File: src/rtl/mem_arbiter.sv
// Byte-serial RAM arbiter between instruction fetch and load/store unit.
// Splits word/half/byte accesses into single-byte RAM cycles.
module mem_arbiter (
  input  logic        clk_in,
  input  logic        rst_in,
  input  logic        rdy_in,
  input  logic [7:0]  mem_din,
  output logic [7:0]  mem_dout,
  output logic [31:0] mem_a,
  output logic        mem_wr,
  input  logic        io_buffer_full,
  input  logic        if_req,
  input  logic [31:0] if_addr,
  output logic        if_done,
  output logic [31:0] if_data,
  input  logic        flush,
  input  logic        ls_req,
  input  logic        ls_wr,
  input  logic [1:0]  ls_len,
  input  logic [31:0] ls_addr,
  input  logic [31:0] ls_wdata,
  output logic        ls_done,
  output logic [31:0] ls_rdata
);

  typedef enum logic [1:0] {
    IDLE  = 2'd0,
    READ  = 2'd1,
    WRITE = 2'd2
  } state_e;

  state_e      state_q, state_d;
  logic [2:0]  cnt_q, cnt_d;
  logic [2:0]  n_q, n_d;
  logic        last_grant_q, last_grant_d;
  logic        src_q, src_d;
  logic [31:0] addr_q, addr_d;
  logic [31:0] wdata_q, wdata_d;
  logic [31:0] buf_q, buf_d;
  logic        if_done_q, if_done_d;
  logic        ls_done_q, ls_done_d;
  logic [31:0] if_data_q, if_data_d;
  logic [31:0] ls_rdata_q, ls_rdata_d;

  logic [31:0] byte_addr;
  logic [31:0] wshift;
  logic [2:0]  len_n;
  logic        pick_if;
  logic        stall;
  logic [5:0]  rd_sh;

  assign byte_addr = addr_q + 32'(cnt_q);
  assign wshift    = wdata_q >> {cnt_q, 3'b000};
  assign rd_sh     = {cnt_q - 3'd1, 3'b000};
  assign stall     = io_buffer_full && (addr_q[17:16] == 2'b11);
  assign len_n     = (ls_len == 2'd0) ? 3'd1 :
                     (ls_len == 2'd1) ? 3'd2 : 3'd4;
  // last_grant_q = 1 means the LSB was served last
  assign pick_if   = if_req && !flush && (!ls_req || last_grant_q);

  // Arbitration, byte sequencing and RAM-side drive
  always_comb begin
    state_d      = state_q;
    cnt_d        = cnt_q;
    n_d          = n_q;
    last_grant_d = last_grant_q;
    src_d        = src_q;
    addr_d       = addr_q;
    wdata_d      = wdata_q;
    buf_d        = buf_q;
    if_done_d    = 1'b0;
    ls_done_d    = 1'b0;
    if_data_d    = if_data_q;
    ls_rdata_d   = ls_rdata_q;
    mem_a        = 32'd0;
    mem_dout     = 8'd0;
    mem_wr       = 1'b0;
    unique case (state_q)
      IDLE: begin
        cnt_d = 3'd0;
        buf_d = 32'd0;
        if (pick_if) begin
          state_d      = READ;
          src_d        = 1'b0;
          addr_d       = if_addr;
          n_d          = 3'd4;
          last_grant_d = 1'b0;
        end else if (ls_req) begin
          state_d      = ls_wr ? WRITE : READ;
          src_d        = 1'b1;
          addr_d       = ls_addr;
          n_d          = len_n;
          wdata_d      = ls_wdata;
          last_grant_d = 1'b1;
        end
      end
      READ: begin
        if (!src_q && flush) begin
          state_d = IDLE;
          cnt_d   = 3'd0;
        end else begin
          if (cnt_q < n_q) mem_a = byte_addr;
          if (cnt_q != 3'd0)
            buf_d = buf_q | (32'(mem_din) << rd_sh);
          if (cnt_q == n_q) begin
            state_d = IDLE;
            cnt_d   = 3'd0;
            if (src_q) begin
              ls_done_d  = 1'b1;
              ls_rdata_d = buf_d;
            end else begin
              if_done_d = 1'b1;
              if_data_d = buf_d;
            end
          end else begin
            cnt_d = cnt_q + 3'd1;
          end
        end
      end
      WRITE: begin
        mem_a    = byte_addr;
        mem_dout = wshift[7:0];
        if (!stall) begin
          mem_wr = 1'b1;
          if (cnt_q == n_q - 3'd1) begin
            state_d   = IDLE;
            cnt_d     = 3'd0;
            ls_done_d = 1'b1;
          end else begin
            cnt_d = cnt_q + 3'd1;
          end
        end
      end
      default: state_d = IDLE;
    endcase
  end

  // State registers; rdy_in low freezes everything
  always_ff @(posedge clk_in or negedge rst_in) begin
    if (!rst_in) begin
      state_q      <= IDLE;
      cnt_q        <= 3'd0;
      n_q          <= 3'd0;
      last_grant_q <= 1'b0;
      src_q        <= 1'b0;
      addr_q       <= 32'd0;
      wdata_q      <= 32'd0;
      buf_q        <= 32'd0;
      if_done_q    <= 1'b0;
      ls_done_q    <= 1'b0;
      if_data_q    <= 32'd0;
      ls_rdata_q   <= 32'd0;
    end else if (rdy_in) begin
      state_q      <= state_d;
      cnt_q        <= cnt_d;
      n_q          <= n_d;
      last_grant_q <= last_grant_d;
      src_q        <= src_d;
      addr_q       <= addr_d;
      wdata_q      <= wdata_d;
      buf_q        <= buf_d;
      if_done_q    <= if_done_d;
      ls_done_q    <= ls_done_d;
      if_data_q    <= if_data_d;
      ls_rdata_q   <= ls_rdata_d;
    end
  end

  assign if_done  = if_done_q;
  assign ls_done  = ls_done_q;
  assign if_data  = if_data_q;
  assign ls_rdata = ls_rdata_q;

endmodule

File: config.mk
export PLATFORM = sky130hd
export DESIGN_NAME = mem_arbiter
export DESIGN_NICKNAME = d
export VERILOG_FILES = /design/src/rtl/mem_arbiter.sv
export SDC_FILE = /design/constraint.sdc
export NUM_CORES = 1
export LEC_CHECK = 0
export ABC_CLOCK_PERIOD_IN_PS = 3700
export CAP_MARGIN = 20
export CORE_ASPECT_RATIO = 1.1
export CORE_MARGIN = 1
export CORE_UTILIZATION = 45
export CTS_BUF_LIST = sky130_fd_sc_hd__clkbuf_2 sky130_fd_sc_hd__clkbuf_4 sky130_fd_sc_hd__clkbuf_8
export CTS_CLUSTER_SIZE = 24
export DETAILED_ROUTE_END_ITERATION = 8
export PLACE_DENSITY = 0.78
export SLEW_MARGIN = 20
export SYNTH_ARGS = -nofsm -noshare
export SYNTH_HDL_FRONTEND = slang
export SYNTH_SLANG_ARGS = --single-unit
File: constraint.sdc
create_clock -name clk_in -period 3.7 [get_ports clk_in]
set_clock_uncertainty 0.15 [all_clocks]
set_input_delay 1.11 -clock clk_in [delete_from_list [all_inputs] [get_ports clk_in]]
set_output_delay 1.11 -clock clk_in [all_outputs]
set_load 0.005 [all_outputs]
==> flow_metrics.py, run 1 <==
metrics = {
    "floorplanning": {
        "floorplan.io_pins": 221,
        "die_height_um": 143,
        "start_util": 0.459,
        "fp.dieW_um": 130,
        "fp.coreArea_um2": 17700,
        "die_area_um2": 18700,
        "num_rows": 51,
    },
    "routing": {
        "dr_total_vias": 7098,
        "drt-initial-drc-count": 385,
        "ant_nets": 0,
        "drt-wirelength-per-cell_um": 17.4,
        "drt-total-wl_um": 23000,
        "viasPerCell": 5.34,
        "pre_antenna_drt_iters": 5,
        "drc_errors": 0,
    },
    "power_and_ir_drop": {
        "power.switching_uw": 2540,
        "cell_internal_power_dissipation_uw": 4690,
        "power_per_cell_area_nw_per_um2": 607,
        "share_of_total_power_in_the_clock_network": 0.200,
        "power_frac_comb": 0.414,
        "power.sequential.fraction": 0.387,
        "power_leakage_uw": 0.00515,
        "vdd.ir_drop.worst_mv": 0.324,
        "switching_share": 0.352,
    },
    "timing": {
        "maxSlewHeadroom": 0.595,
        "timing.final.setup_violations": 28,
        "final.setup.worst_slack_ps": -241,
        "period_minus_slack_ps": 3940,
        "finalMaxSlewViolations": 0,
        "worst-slew-pin-transition_ps": 603,
        "fmaxAchievable_mhz": 254,
        "timing.hold.ws_ps": 331,
        "finalHoldViolCount": 0,
        "totalNegativeSetupSlack_ps": -3260,
        "rsz_0062_raised_after_global_routing": "true",
        "finalCritPeriodShare": 1.07,
    },
    "cells_and_area": {
        "n_fill_cell": 1389,
        "antenna_cells": 0,
        "post_route_cells_drive_above_1_share": 0.231,
        "leading_cell_type_in_the_layout_fill_and_taps_excluded": "clkdlybuf4s50_1",
        "postLayoutCellArea_um2": 11900,
        "syn2layout_area_growth_pct": 46.0,
        "mostFrequentLayoutCells": "clkdlybuf4s50_1 (186), dfrtp_1 (171), a21oi_1 (89)",
        "nets": 1206,
    },
    "synth": {
        "ys_top_cells_by_area": "dfrtp_1 (53%), a21oi_1 (6.1%), o21ai_0 (4.9%), mux2_2 (4.4%), mux2i_1 (4.3%)",
        "synthAdderAreaFrac": 0.0239,
        "synth_mux_area_frac": 0.109,
        "compound_cell_area_share_of_the_yosys_netlist": 0.138,
        "synth_top_area_share": 0.525,
        "netlist.top_cell.by_area": "dfrtp_1",
        "sequential_element_share_of_the_synthesized_area": 0.525,
        "postSynthCellCount": 809,
        "synth_edf_count": 0,
        "ys_dominant_reg_cell": "dfrtp_1",
        "synth-seq-cells": 171,
        "async_flop_share": 1.00,
        "synth-simple-area-share": 0.149,
        "yosys_warnings": 0,
        "synth.avg_cell_area_um2": 10.1,
        "largest_family_of_logic_cells_by_synthesized_area": "simple AND/OR/NAND/NOR gates",
        "yosys.cell_types.count": 50,
        "syn_area_um2": 8150,
        "yosys.area_share.xor_xnor": 0.0233,
        "post_synthesis_net_count": 938,
    },
    "critical_path": {
        "r2r_cells": 9,
        "start_kind": "register",
        "cp_max_fo": 6,
        "path_class": "register to primary output",
        "worst_r2r_endpoint": "ls_rdata[30]",
        "worstSetupEndpointType": "primary output",
        "startpoint": "cnt_q[0]",
        "ff2ff_setup_slack_ps": 1100,
        "r2r_start": "cnt_q[0]",
        "worst_ep_required_time_ps": 2440,
        "critPathArrivalTime_ps": 2680,
    },
    "status": {
        "failed_checks": "negative setup slack",
        "outcome": "finished, violations left",
    },
    "hold_path": {
        "worst_hold_path_type": "register to register",
        "holdPathStages": 2,
        "hp-start": "ls_rdata[26]",
        "min_delay_worst_endpoint": "ls_rdata[26]",
    },
    "cts": {
        "clkSlewWorstSetupHoldPaths_ps": 90,
        "number_of_clock_buffers_inserted_by_tritoncts": 17,
        "h-tree-depth": 4,
        "worst_skew_pair_later_pin_latency_ps": 460,
        "tritoncts": "built",
        "cts.path.max_buffers": 2,
        "root_buffer": "clkbuf_8",
        "clock_sink_count": 171,
    },
    "placed_design": {
        "finalWeightedCongestion": 0.858,
        "placed_area_um2": 10900,
        "port-buffer-count": 220,
        "dp_hpwl_um": 15700,
    },
    "global_route": {
        "grt_start_max_net_pins": 89,
        "grtUsageTotal": 0.253,
        "global_route_wire_length_before_repair_um": 36100,
        "first_global_vias": 7133,
        "grt_antenna_before_repair": 0,
        "grt-ovfl-total": 0,
    },
    "flow_run": {
        "maxCapViolations": 0,
    },
}
[synthesized netlist by cell type (all sizes together) (2+ instances only)]
cell type and n:
mux4 8, nand2b 4, o21ai 80, nor3 13, and3 6, a22o 12, dfrtp 171, a21oi 100
nor4 3, clkbuf 29, xnor2 10, nand2 82, buf 16, and4 4, o31ai 2, nand4 10
or2 2, xor2 9, and2 4, a21o 3, nor3b 2, mux2 32, nor2b 16, mux2i 35
or3 10, nor2 86, inv 20, nand3 13, ha 14, a211oi 2
[critical path, stage by stage (launching register included)]
cell and delay, ps:
dfrtp_1 370, ha_2 190, inv_2 40, fa_2 350
nor2b_2 130, o21a_1 210, nand4_4 140, buf_6 170
or3_4 360, a21oi_2 140, buf_2 120
[logic make-up after synthesis]
group                      Yosys count
xor gates and xnor gates            20
adders and majority gates           15
DFF                                171
buffers and inverters               65
and+or+nand+nor                    256
AOI/OAI and AO/OA                  207
muxes                               75
[state kept, by name, summed over array words and instances, names as in the netlist]
register	cells
ls_done	1
buf_q	32
cnt_q	3
addr_q	32
state_q	2
wdata_q	32
if_data	32
src_q	1
if_done	1
ls_rdata	32
n_q	3
[power groups by stage]
stage                     registers (uW)  logic, uW  clock network, uW
after floorplan                     2750       1370                  0
after global placement              2780       2540                  0
after detailed placement            2800       2590                  0
after CTS                           2770       2780               1460
after global routing                2870       3260               1530
final                               2800       2990               1440
[per-stage QoR]
step | instances | util | total power (uW) | worst slack, ps
after global placement | 1265 | 0.612 | 5320 | -383
final | 1328 | 0.671 | 7230 | -241
after floorplan | 809 | - | 4120 | 49.0
after detailed placement | 1265 | 0.612 | 5400 | -461
after global routing | 1328 | 0.671 | 7660 | -349
after CTS | 1322 | 0.658 | 7020 | -256
[worst max path at each step]
stage                end  slack [ps]  cells past startpoint
6_report       mem_a[30]        -240                     10
5_1_grt        mem_a[30]        -350                     10
4_1_cts        mem_a[12]        -260                     11
3_5_place_dp    mem_a[2]        -460                      7
3_3_place_gp    mem_a[2]        -380                      7
2_1_floorplan  mem_a[28]          50                      8
[repair_timing]
action	in CTS	in global routing
setup endpoints to repair	32	36
gates cloned	1	1
endpoints found under the hold margin	0	0
buffers inserted	25	9
gates resized for setup	189	52
hold buffers	0	0
pin swaps	45	26
[layer usage]
layer	global-route usage	part of all wire	up-vias
li1	-	-	3362
met1	0.301	0.40	3417
met2	0.448	0.53	282
met3	0.0543	0.059	37
met4	0.0894	0.019	0
met5	0	0	-
[layout make-up]
class                           instances  area [um2]  area share
Sequential cell                       171        4280       0.360
Multi-Input combinational cell        573        4020       0.338
Timing Repair Buffer                  294        2790       0.235
Tap cell                              238         298      0.0250
Clock buffer                           19         255      0.0214
Clock inverter                         13         181      0.0152
Inverter                               20        77.6     0.00652
Note: power is estimated with default switching activity, not from simulation.
==> run 2: changes to the inputs <==
--- a/config.mk
+++ b/config.mk
@@ -11,7 +11,7 @@
 export CORE_MARGIN = 1
 export CORE_UTILIZATION = 45
 export CTS_BUF_LIST = sky130_fd_sc_hd__clkbuf_2 sky130_fd_sc_hd__clkbuf_4 sky130_fd_sc_hd__clkbuf_8
-export CTS_CLUSTER_SIZE = 24
+export CTS_CLUSTER_SIZE = 12
 export DETAILED_ROUTE_END_ITERATION = 8
 export PLACE_DENSITY = 0.78
 export SLEW_MARGIN = 20
==> results of run 2 <==
Final layout, timing and power as in run 1 (identical DEF).
==> run 3: changes to the inputs <==
--- a/config.mk
+++ b/config.mk
@@ -5,15 +5,16 @@
 export SDC_FILE = /design/constraint.sdc
 export NUM_CORES = 1
 export LEC_CHECK = 0
-export ABC_CLOCK_PERIOD_IN_PS = 3700
+export ABC_AREA = 1
+export ABC_CLOCK_PERIOD_IN_PS = 3300
 export CAP_MARGIN = 20
 export CORE_ASPECT_RATIO = 1.1
 export CORE_MARGIN = 1
-export CORE_UTILIZATION = 45
+export CORE_UTILIZATION = 47
 export CTS_BUF_LIST = sky130_fd_sc_hd__clkbuf_2 sky130_fd_sc_hd__clkbuf_4 sky130_fd_sc_hd__clkbuf_8
 export CTS_CLUSTER_SIZE = 12
 export DETAILED_ROUTE_END_ITERATION = 8
-export PLACE_DENSITY = 0.78
+export PLACE_DENSITY = 0.79
 export SLEW_MARGIN = 20
 export SYNTH_ARGS = -nofsm -noshare
 export SYNTH_HDL_FRONTEND = slang
==> constraint.sdc (replaced) <==
create_clock -name clk_in -period 3.3 [get_ports clk_in]
set_clock_uncertainty 0.15 [all_clocks]
set_input_delay 0.99 -clock clk_in [delete_from_list [all_inputs] [get_ports clk_in]]
set_output_delay 0.99 -clock clk_in [all_outputs]
set_load 0.005 [all_outputs]
==> flow_metrics.py, run 3 <==
metrics = {
    "status": {
        "outcome": "finished, violations left",
        "failed_checks": "negative setup slack",
    },
    "synth": {
        "yosys_warnings": 0,
        "compound_cell_area_share_of_the_yosys_netlist": 0.149,
        "yosys.area_share.xor_xnor": 0.00673,
        "synth.avg_cell_area_um2": 7.78,
        "synthAdderAreaFrac": 0.0214,
        "yosys.cell_types.count": 37,
        "synth_edf_count": 0,
        "synth_top_area_share": 0.470,
        "synth-simple-area-share": 0.292,
        "netlist_top_cells_count": "nand2_1 (383), dfrtp_1 (171), nor2_1 (156)",
        "ys_dominant_reg_cell": "dfrtp_1",
        "syn_area_um2": 9110,
        "post_synthesis_net_count": 1299,
        "async_flop_share": 1.00,
        "synth_mux_area_frac": 0,
        "postSynthCellCount": 1170,
        "sequential_element_share_of_the_synthesized_area": 0.470,
        "largest_family_of_logic_cells_by_synthesized_area": "simple AND/OR/NAND/NOR gates",
        "netlist.top_cell.by_area": "dfrtp_1",
        "ys_top_cells_by_area": "dfrtp_1 (47%), nand2_1 (16%), nor2_1 (6.4%), a21oi_1 (4.8%), nand3_1 (3.4%)",
        "synth-seq-cells": 171,
        "yosys.cell_count.top_type": "nand2_1",
    },
    "global_route": {
        "global_route_wire_length_before_repair_um": 43800,
        "grtUsageTotal": 0.281,
        "grt-ovfl-total": 0,
        "grt_antenna_before_repair": 0,
        "first_global_vias": 8661,
        "grt_start_max_net_pins": 58,
    },
    "cts": {
        "h-tree-depth": 4,
        "clock_sink_count": 171,
        "root_buffer": "clkbuf_8",
        "worst_skew_pair_later_pin_latency_ps": 470,
        "number_of_clock_buffers_inserted_by_tritoncts": 17,
        "tritoncts": "built",
        "clkSlewWorstSetupHoldPaths_ps": 100,
        "cts.path.max_buffers": 2,
        "cts_hold_buf": 0,
    },
    "power_and_ir_drop": {
        "share_of_total_power_in_the_clock_network": 0.183,
        "cell_internal_power_dissipation_uw": 4890,
        "power.switching_uw": 3760,
        "power.sequential.fraction": 0.343,
        "power_frac_comb": 0.474,
        "power_per_cell_area_nw_per_um2": 664,
        "vdd.ir_drop.worst_mv": 0.402,
        "switching_share": 0.435,
        "power_leakage_uw": 0.00606,
    },
    "critical_path": {
        "max_stage_delay_ps": 390,
        "cp_max_fo": 5,
        "path_class": "register to primary output",
        "cp_cell_sequence": "buf_6 > ha_4 > inv_2 > fa_2 > inv_2 > nand3_4 > nand2_4 > nand3_4 > buf_4 > buf_6 > nand2_2 > nand2_2 > a21oi_2 > buf_2",
        "start_kind": "register",
        "critical_path.slowest_cell": "dfrtp_1",
        "critPathArrivalTime_ps": 2460,
        "critical_path_buf_inv_count": 6,
        "worst_ep_required_time_ps": 2160,
        "worstSetupEndpointType": "primary output",
        "critical-path-top-delay-family": "buffers and inverters",
    },
    "placed_design": {
        "port-buffer-count": 220,
        "placed_area_um2": 11800,
        "finalWeightedCongestion": 0.970,
        "dp_hpwl_um": 19400,
    },
    "timing": {
        "rsz_0062_raised_after_global_routing": "true",
        "period_minus_slack_ps": 3600,
        "fmaxAchievable_mhz": 278,
        "final.setup.worst_slack_ps": -300,
        "timing.final.setup_violations": 32,
        "finalCritPeriodShare": 1.09,
        "worst-slew-pin-transition_ps": 894,
        "finalHoldViolCount": 0,
        "timing.hold.ws_ps": 320,
        "totalNegativeSetupSlack_ps": -4890,
        "finalMaxSlewViolations": 0,
        "maxSlewHeadroom": 0.403,
    },
    "floorplanning": {
        "num_rows": 53,
        "fp.coreArea_um2": 19000,
        "fp.dieW_um": 135,
        "start_util": 0.478,
        "die_area_um2": 19900,
        "die_height_um": 148,
        "floorplan.io_pins": 221,
    },
    "cells_and_area": {
        "antenna_cells": 0,
        "n_fill_cell": 1482,
        "leading_cell_type_in_the_layout_fill_and_taps_excluded": "nand2_1",
        "nets": 1578,
        "syn2layout_area_growth_pct": 43.1,
        "mostFrequentLayoutCells": "nand2_1 (353), clkdlybuf4s50_1 (177), dfrtp_1 (170)",
        "multi_input_area_um2": 4780,
        "postLayoutCellArea_um2": 13000,
        "post_route_cells_drive_above_1_share": 0.200,
        "regArea_um2": 4280,
    },
    "routing": {
        "ant_nets": 0,
        "drt-total-wl_um": 28400,
        "drc_errors": 0,
        "viasPerCell": 5.37,
        "drt-initial-drc-count": 748,
        "met2RoutedLength_um": 14200,
        "dr_total_vias": 9182,
        "pre_antenna_drt_iters": 7,
        "wirelength_met1_um": 11500,
        "dr_wl_met3_um": 1700,
        "drt-wirelength-per-cell_um": 16.6,
        "routed.top_layer": "met4",
    },
    "flow_run": {
        "maxCapViolations": 0,
    },
    "hold_path": {
        "worst_hold_path_type": "primary input to asynchronous set/reset pin",
    },
}
-- run 3: cell families after synthesis --
group | Yosys count
flip-flops | 171
AO/OA/AOI/OAI | 204
buffers and inverters | 128
AND/OR/NAND/NOR | 645
adder cells (fa/ha/maj) | 15
XOR/XNOR | 7
-- run 3: metrics by stage --
step                std cells  worst slack (ps)  utilization  total power, uW
finish                   1709              -300        0.685             8650
global route             1709              -422        0.685             9180
CTS                      1697              -435        0.666             8220
detailed placement       1638              -746        0.619             6260
global placement         1638              -695        0.619             6200
floorplan                1170               101            -             5000
-- run 3: path summary, 6_finish.rpt --
check	to	cells past startpoint	slack, ps	startpoint
worst max register to register	ls_rdata[25]	11	430	cnt_q[0]
min in group clk_in	wdata_q[14]	2	330	wdata_q[14]
worst min register to register	wdata_q[14]	2	330	wdata_q[14]
worst max-delay path	mem_a[10]	14	-300	cnt_q[0]
worst min-delay path	ls_rdata[14]	1	320	rst_in
max in group asynchronous	wdata_q[12]	2	1970	rst_in
-- run 3: cell type report --
class,instances,share of cell area
clock inverter,14,0.0139
sequential,171,0.329
multi-input combinational,871,0.367
tap,247,0.0237
timing repair buffer,313,0.225
clock buffer,18,0.0185
inverter,75,0.0229
-- run 3: power by group through the flow --
stage / Clock (uW) / Combinational, uW / Sequential, uW
3_5_place_dp: 0 / 3330 / 2940
5_1_grt: 1680 / 4490 / 3010
3_3_place_gp: 0 / 3280 / 2930
4_1_cts: 1590 / 3710 / 2910
6_report: 1580 / 4100 / 2970
2_1_floorplan: 0 / 2160 / 2830
-- run 3: routing by layer --
metal / track usage / up-vias
met4: 0.107 / 0
met3: 0.0466 / 91
met1: 0.357 / 4342
met2: 0.477 / 405
li1: - / 4344
met5: 0 / -
-- run 3: timing repair --
item,CTS,global route
buffers inserted,25,18
resized for setup,212,96
hold endpoints to repair,0,0
pin swaps,31,50
gates cloned,3,0
setup endpoints to repair,40,33
